==> src/rtl/pipe_stage_reg_pkg.sv <==
// pipe_stage_reg_pkg: shared pipeline-register constants.
// Contents: default payload/control/destination widths and write-back control bit positions.
package pipe_stage_reg_pkg;
    localparam int DATA_W_DEF   = 32;
    localparam int CTRL_W_DEF   = 2;
    localparam int RD_W_DEF     = 5;
    localparam int REGWRITE_BIT = 0;
    localparam int MEMTOREG_BIT = 1;
endpackage

==> src/rtl/pipe_stage_reg_slot.sv <==
// stage_slot: one valid+payload register with load and clear.
// Ports: clk_i, rst_i (sync, active-high), load_i captures the inputs and sets valid,
//        clear_i drops valid and ctrl (a/b/rd keep their values), *_o expose the held entry.
module stage_slot
    import pipe_stage_reg_pkg::*;
#(
    parameter int DATA_W = DATA_W_DEF,
    parameter int CTRL_W = CTRL_W_DEF,
    parameter int RD_W   = RD_W_DEF
) (
    input  logic              clk_i,
    input  logic              rst_i,
    input  logic              load_i,
    input  logic              clear_i,
    input  logic [DATA_W-1:0] a_i,
    input  logic [DATA_W-1:0] b_i,
    input  logic [RD_W-1:0]   rd_i,
    input  logic [CTRL_W-1:0] ctrl_i,
    output logic              valid_o,
    output logic [DATA_W-1:0] a_o,
    output logic [DATA_W-1:0] b_o,
    output logic [RD_W-1:0]   rd_o,
    output logic [CTRL_W-1:0] ctrl_o
);
    logic              valid_q;
    logic [DATA_W-1:0] a_q, b_q;
    logic [RD_W-1:0]   rd_q;
    logic [CTRL_W-1:0] ctrl_q;

    always_ff @(posedge clk_i) begin
        if (rst_i) begin
            valid_q <= 1'b0;
            a_q     <= '0;
            b_q     <= '0;
            rd_q    <= '0;
            ctrl_q  <= '0;
        end else if (clear_i) begin
            valid_q <= 1'b0;
            ctrl_q  <= '0;
        end else if (load_i) begin
            valid_q <= 1'b1;
            a_q     <= a_i;
            b_q     <= b_i;
            rd_q    <= rd_i;
            ctrl_q  <= ctrl_i;
        end
    end

    assign valid_o = valid_q;
    assign a_o     = a_q;
    assign b_o     = b_q;
    assign rd_o    = rd_q;
    assign ctrl_o  = ctrl_q;
endmodule

==> src/rtl/pipe_stage_reg.sv <==
// pipe_stage_reg: valid/ready pipeline stage register with optional two-entry skid buffer.
// Ports: clk_i, rst_i (sync, active-high), start_i (run enable, low freezes state),
//        flush_i (drops all entries), in_valid_i/in_ready_o + a_i/b_i/rd_i/ctrl_i upstream,
//        out_valid_o/out_ready_i + a_o/b_o/rd_o/ctrl_o downstream, occ_o held-entry count.
module pipe_stage_reg
    import pipe_stage_reg_pkg::*;
#(
    parameter int DATA_W  = DATA_W_DEF,
    parameter int CTRL_W  = CTRL_W_DEF,
    parameter int RD_W    = RD_W_DEF,
    parameter bit SKID_EN = 1'b1
) (
    input  logic              clk_i,
    input  logic              rst_i,
    input  logic              start_i,
    input  logic              flush_i,
    input  logic              in_valid_i,
    output logic              in_ready_o,
    input  logic [DATA_W-1:0] a_i,
    input  logic [DATA_W-1:0] b_i,
    input  logic [RD_W-1:0]   rd_i,
    input  logic [CTRL_W-1:0] ctrl_i,
    output logic              out_valid_o,
    input  logic              out_ready_i,
    output logic [DATA_W-1:0] a_o,
    output logic [DATA_W-1:0] b_o,
    output logic [RD_W-1:0]   rd_o,
    output logic [CTRL_W-1:0] ctrl_o,
    output logic [1:0]        occ_o
);
    logic              in_fire, out_fire, do_flush;
    logic              main_v, main_load, main_clear, skid_v;
    logic [DATA_W-1:0] main_a, main_b, skid_a, skid_b, main_a_d, main_b_d;
    logic [RD_W-1:0]   main_rd, skid_rd, main_rd_d;
    logic [CTRL_W-1:0] main_ctrl, skid_ctrl, main_ctrl_d;

    always_comb begin
        do_flush    = start_i && flush_i;
        in_fire     = in_valid_i && in_ready_o && start_i && !flush_i;
        out_fire    = main_v && out_ready_i && start_i && !flush_i;
        // Main refills from skid when the head leaves with a second entry waiting,
        // otherwise from the input when it is empty or being vacated this edge.
        main_load   = (out_fire && skid_v) || (in_fire && (!main_v || out_fire));
        main_clear  = do_flush || (out_fire && !main_load);
        main_a_d    = skid_v ? skid_a : a_i;
        main_b_d    = skid_v ? skid_b : b_i;
        main_rd_d   = skid_v ? skid_rd : rd_i;
        main_ctrl_d = skid_v ? skid_ctrl : ctrl_i;
    end

    stage_slot #(.DATA_W(DATA_W), .CTRL_W(CTRL_W), .RD_W(RD_W)) u_main (
        .clk_i   (clk_i),
        .rst_i   (rst_i),
        .load_i  (main_load),
        .clear_i (main_clear),
        .a_i     (main_a_d),
        .b_i     (main_b_d),
        .rd_i    (main_rd_d),
        .ctrl_i  (main_ctrl_d),
        .valid_o (main_v),
        .a_o     (main_a),
        .b_o     (main_b),
        .rd_o    (main_rd),
        .ctrl_o  (main_ctrl)
    );

    if (SKID_EN) begin : g_skid
        logic skid_load, skid_clear, rdy_q, rdy_d;
        assign skid_load  = in_fire && main_v && !out_fire;
        assign skid_clear = do_flush || (out_fire && skid_v);
        // Ready is registered as "skid will be empty after this edge", cutting the
        // combinational path from out_ready_i.
        assign rdy_d      = skid_load ? 1'b0 : (skid_clear ? 1'b1 : !skid_v);

        always_ff @(posedge clk_i) begin
            rdy_q <= rst_i ? 1'b0 : rdy_d;
        end

        stage_slot #(.DATA_W(DATA_W), .CTRL_W(CTRL_W), .RD_W(RD_W)) u_skid (
            .clk_i   (clk_i),
            .rst_i   (rst_i),
            .load_i  (skid_load),
            .clear_i (skid_clear),
            .a_i     (a_i),
            .b_i     (b_i),
            .rd_i    (rd_i),
            .ctrl_i  (ctrl_i),
            .valid_o (skid_v),
            .a_o     (skid_a),
            .b_o     (skid_b),
            .rd_o    (skid_rd),
            .ctrl_o  (skid_ctrl)
        );
        assign in_ready_o = rdy_q && start_i;
    end else begin : g_noskid
        assign skid_v     = 1'b0;
        assign skid_a     = '0;
        assign skid_b     = '0;
        assign skid_rd    = '0;
        assign skid_ctrl  = '0;
        assign in_ready_o = start_i && !rst_i && (!main_v || out_ready_i);
    end

    assign out_valid_o = main_v;
    assign a_o         = main_a;
    assign b_o         = main_b;
    assign rd_o        = main_rd;
    assign ctrl_o      = main_v ? main_ctrl : '0;
    assign occ_o       = {1'b0, main_v} + {1'b0, skid_v};
endmodule

==> config.mk <==
export PLATFORM = sky130hd
export DESIGN_NAME = pipe_stage_reg
export DESIGN_NICKNAME = d
export VERILOG_FILES = /design/src/rtl/pipe_stage_reg_pkg.sv /design/src/rtl/pipe_stage_reg_slot.sv /design/src/rtl/pipe_stage_reg.sv
export SDC_FILE = /design/constraint.sdc
export NUM_CORES = 1
export LEC_CHECK = 0
export CORE_MARGIN = 2
export CORE_UTILIZATION = 40
export CTS_CLUSTER_SIZE = 24
export DETAILED_ROUTE_END_ITERATION = 8
export GPL_TIMING_DRIVEN = 0
export PLACE_DENSITY_LB_ADDON = 0.25
export SKIP_CTS_REPAIR_TIMING = 1
export SLEW_MARGIN = 15
export SYNTH_ARGS = -nofsm -noshare
export SYNTH_HDL_FRONTEND = slang
export SYNTH_SLANG_ARGS = --single-unit
==> constraint.sdc <==
create_clock -name clk_i -period 4.4 [get_ports clk_i]
set_input_delay 1.32 -clock clk_i [delete_from_list [all_inputs] [get_ports clk_i]]
set_output_delay 1.32 -clock clk_i [all_outputs]
set_load 0.01 [all_outputs]
---- Word level (Yosys, flattened, before mapping) ----
Index checks and enable logic that the tools add are counted.
cells by class
  add/sub/neg operators ................... 1
  multiplexer cells ....................... 6
  bitwise logic cells ..................... 2
  reduce and logical (&&, ||, !) cells .... 27
operators by type and width
  kind                                    count
  32-bit 2-to-1 mux                       2
  1-bit logical AND                       13
  2-bit OR reduction                      3
  1-bit zero test                         5
  5-bit 2-to-1 mux                        1
  1-bit logical OR                        4
  2-bit 2-to-1 mux                        2
  2-bit AND reduction                     2
  1-bit by 1-bit adder with 2-bit output  1
  1-bit NOT                               2
  1-bit 2-to-1 mux                        1
storage, ports and cells
  flip-flop bits (word level) ............. 145
  output and inout bits ................... 75

---- Longest topological paths before layout ----
  depth after elaboration ................. 11
  mapped depth ............................ 7

---- Hierarchy ----
From an unflattened synthesis, not the netlist that was laid out.
second synthesis, totals
  cells, all modules ...................... 746
  area total of the unflattened synthesis .. 7,786.2 µm²
modules (own cells, without submodules)
  module          instances  cells each  area an instance (µm²)  seq. area each (µm²)
  stage_slot      2          324         3,291.9                 1,441.4
  pipe_stage_reg  1          98          1,202.4                 20.0

---- Worst setup path after synthesis ----
OpenSTA, ideal clock, no wires.
  kind .................................... in2out
  start point ............................. input port start_i
  end point ............................... output port in_ready_o
  arrival time ............................ 1,466 ps
  path slack .............................. 1,614 ps
  stages on the path ...................... 1
  cell sequence ........................... and2_1
on the way
  word-level cells in the longest chain between the ends .. 1
RTL lines
  element             line                  source
  start: declaration  pipe_stage_reg.sv:15  input logic start_i,
  1-bit logical AND   pipe_stage_reg.sv:94  assign in_ready_o = rdy_q && start_i;
  end: declaration    pipe_stage_reg.sv:18  output logic in_ready_o,
Every way passes these cells.

---- Worst setup path after layout ----
Ends and elaborated chain as after synthesis.

==> results by group <==
Routing
  • Final WL: 15,980 µm
  • DRC: 0
  • DRT Pass-1 Iters: 4
  • Routed WL per cell: 15.71 µm
  • Vias per inst: 5.147
  • 1st-iter DRT viols: 284
  • Vias: 5,234
  • Final ANT Viol Nets: 0

Clocking
  • Clk buf depth: 2
  • Worst skew pair latency: 420 ps
  • Root buffer cell: clkbuf_16
  • Reg clk slew, reported paths: 50 ps
  • CTS Buf Count: 17
  • H-tree Lvls: 4
  • CTS tree: yes
  • Clock Sinks: 145

Die
  • Core area: 0.01442 mm²
  • # IOs: 152
  • Die Height: 125.0 µm
  • Die Width: 125.0 µm
  • Initial Utilization: 0.4058
  • Die area: 0.01562 mm²
  • Number of cell rows: 44

Placed design
  • Port bufs: 150
  • Area post-placement: 0.007585 mm²
  • Final HPWL DP: 11,520 µm
  • Dpl cells: 989
  • RD Place Congestion: 0.7767

Timing
  • Max-slew violations: 0
  • Min Clock Period, post-route: 3965 ps
  • Final Hold Violating Endpoints: 0
  • Max frequency: 252.2 MHz
  • Fin crit share: 0.9012
  • Clock skew: 4.326 ps
  • Actual slew at the worst max-slew pin: 784.1 ps
  • Rel. slew slack: 0.4772
  • Worst hold margin: 451.3 ps
  • Finish-stage setup viols: 0
  • Fin Setup TNS: 0 ps
  • RSZ-0062 raised after global routing: false

Logic synthesis
  • Synth Net Count: 733
  • Yosys top cell area share: 0.4959
  • Area leader, netlist: dfxtp_1
  • Synth Cell Area: 0.005853 mm²
  • Syn Inst Count: 655
  • Area contributors post-synth: dfxtp_1 50%, a21oi_1 12%, mux2i_1 12%, nand2_1 9.2%, a211oi_1 9.1%
  • Sequential cell area fraction in the yosys report: 0.4959
  • Netlist cell types: 23
  • Post-Syn Area per Cell: 8.936 µm²
  • Ys Warns: 0
  • FF+latch count, synth: 145

GRT
  • Antenna violations before repair: 0
  • Vias in the first global route: 5,044
  • Overall Global Routing Usage: 0.2062
  • Pin count of the biggest net entering global routing: 17
  • Total grt overflow: 0
  • Global-route wire length before repair: 25,930 µm

Setup path
  • Crit path kind: in -> out
  • Worst path depth: 3
  • WP data arrival: 2650 ps
  • Reg2Reg Setup Slack: 2280 ps
  • Worst Path Required: 3080 ps
  • CP Cell Sequence: clkdlybuf4s50_1, and2_1, clkdlybuf4s50_1
  • Crit end category: primary output
  • Crit path largest cell delay: 590 ps
  • Reg2reg start: u_main.valid_o
  • Top delay family on crit path: buffers and inverters
  • Critical path's slowest cell: clkdlybuf4s50_1
  • Crit Reg-Reg Endpoint: u_main.a_o[2]
  • CP bufs+invs: 2
  • Crit path top cell by count: clkdlybuf4s50_1
  • CP endpoint: in_ready_o
  • CP max FO: 7
  • Crit. Startpoint: start_i
  • FF-to-FF path depth: 7
  • Startpoint Class: input port

Pwr
  • Worst VDD drop: 0.2419 mV
  • Total Power: 2812 µW
  • Leak: 0.002566 µW
  • PwrDens: 348.6 mW/mm²

Finish
  • # nets final: 902
  • Synth-to-layout area growth: 37.82%
  • Fin area: 0.008066 mm²
  • Count of non-filler cells in the finished layout: 1,017
  • Antenna diode count: 0
  • Layout cells sized above 1: 0.07803
  • Fill cells: 1,295

Outcome
  • Status: complete, no violations

Min path
  • Worst Hold Class: reg -> reg

Run
  • Max-cap check violation count: 0
==> logic make-up after synthesis <==
kind of cell | Yosys count | synth area share
adders and majority gates | 1 | 0.002137
DFF | 145 | 0.4959
muxes | 71 | 0.1214
AOI/OAI and AO/OA | 220 | 0.2219
and+or+nand+nor | 155 | 0.1073
buffers and inverters | 63 | 0.05130
==> Yosys cell counts <==
cell type,count
clkbuf_1,18
nand3_1,1
a311oi_1,1
buf_4,7
inv_1,2
ha_1,1
nor3_2,1
nor2_1,1
o21a_1,1
o21ai_4,1
dfxtp_1,145
buf_1,6
a211oi_1,71
nand2_1,144
nand4b_1,1
buf_2,30
and4b_1,2
mux2i_1,71
o31ai_1,1
o21ai_0,1
nand4b_2,1
and2_1,4
a21oi_1,144
==> power by group <==
part | internal (µW) | switching [µW] | leakage (µW) | total, µW
combinational | 139 | 114 | 0.00116 | 253
sequential | 1340 | 13.9 | 0.00117 | 1350
clock | 698 | 508 | 0.000237 | 1210
==> flip-flops by register name, indices dropped and copies added, names as in the netlist <==
register	count
u_main.a_o	32
u_main.b_o	32
g_skid.u_skid.a_o	32
g_skid.u_skid.ctrl_o	2
u_main.ctrl_o	2
g_skid.u_skid.rd_o	5
u_main.valid_o	1
g_skid.u_skid.valid_o	1
u_main.rd_o	5
g_skid.rdy_q	1
g_skid.u_skid.b_o	32
==> layout by cell type (no fill, tap or decap), types with 2 or more instances in the layout <==
| cell type | count |
|---|---|
| a211oi_1 | 71 |
| a21oi_1 | 144 |
| and2_1 | 4 |
| and4b_1 | 2 |
| buf_1 | 6 |
| buf_2 | 30 |
| buf_4 | 7 |
| clkbuf_1 | 21 |
| clkbuf_16 | 17 |
| clkdlybuf4s50_1 | 150 |
| clkinv_2 | 6 |
| clkinvlp_4 | 2 |
| dfxtp_1 | 145 |
| inv_1 | 2 |
| mux2i_1 | 71 |
| nand2_1 | 144 |
==> how the worst min path moves through the flow <==
stage / from / to / slack (ps) / cells past startpoint
floorplan: g_skid.u_skid.a_o[0] / g_skid.u_skid.a_o[0] / 440 / 2
global placement: g_skid.u_skid.a_o[30] / g_skid.u_skid.a_o[30] / 440 / 2
detailed placement: g_skid.u_skid.a_o[31] / g_skid.u_skid.a_o[31] / 450 / 2
CTS: g_skid.u_skid.a_o[31] / g_skid.u_skid.a_o[31] / 450 / 2
global route: g_skid.u_skid.rd_o[1] / g_skid.u_skid.rd_o[1] / 470 / 2
finish: g_skid.u_skid.a_o[21] / g_skid.u_skid.a_o[21] / 450 / 2
==> metal layers <==
metal / track usage / vias up / share of wire / wire [µm]
li1: - / 2647 / - / -
met1: 0.2555 / 2440 / 0.45 / 7138
met2: 0.3491 / 128 / 0.49 / 7753
met3: 0.05520 / 19 / 0.054 / 871
met4: 0.06863 / 0 / 0.014 / 218
met5: 0 / - / 0 / 0
==> final cells by class <==
type / count / area (µm²) / area share
Inverter: 2 / 7.507 / 0.0009307
Timing Repair Buffer: 150 / 1501 / 0.1861
Clock inverter: 8 / 45.04 / 0.005584
Multi-Input combinational cell: 447 / 2650 / 0.3285
Clock buffer: 20 / 436.7 / 0.05413
Tap cell: 184 / 230.2 / 0.02854
Buffer: 61 / 292.8 / 0.03630
Sequential cell: 145 / 2903 / 0.3599
==> tightest hold or removal path, cell delays in order (launching register included) <==
cell     delay [ps]
dfxtp_1         300
nand2_1          50
a21oi_1          50
==> metrics by stage <==
step                      setup slack, ps  utilization
after floorplan                      1614            -
after global placement              439.9       0.5259
after detailed placement            428.1       0.5259
after CTS                           427.0       0.5592
after global routing                392.1       0.5592
final                               434.8       0.5592
Note: power is estimated with default switching activity, not from simulation.
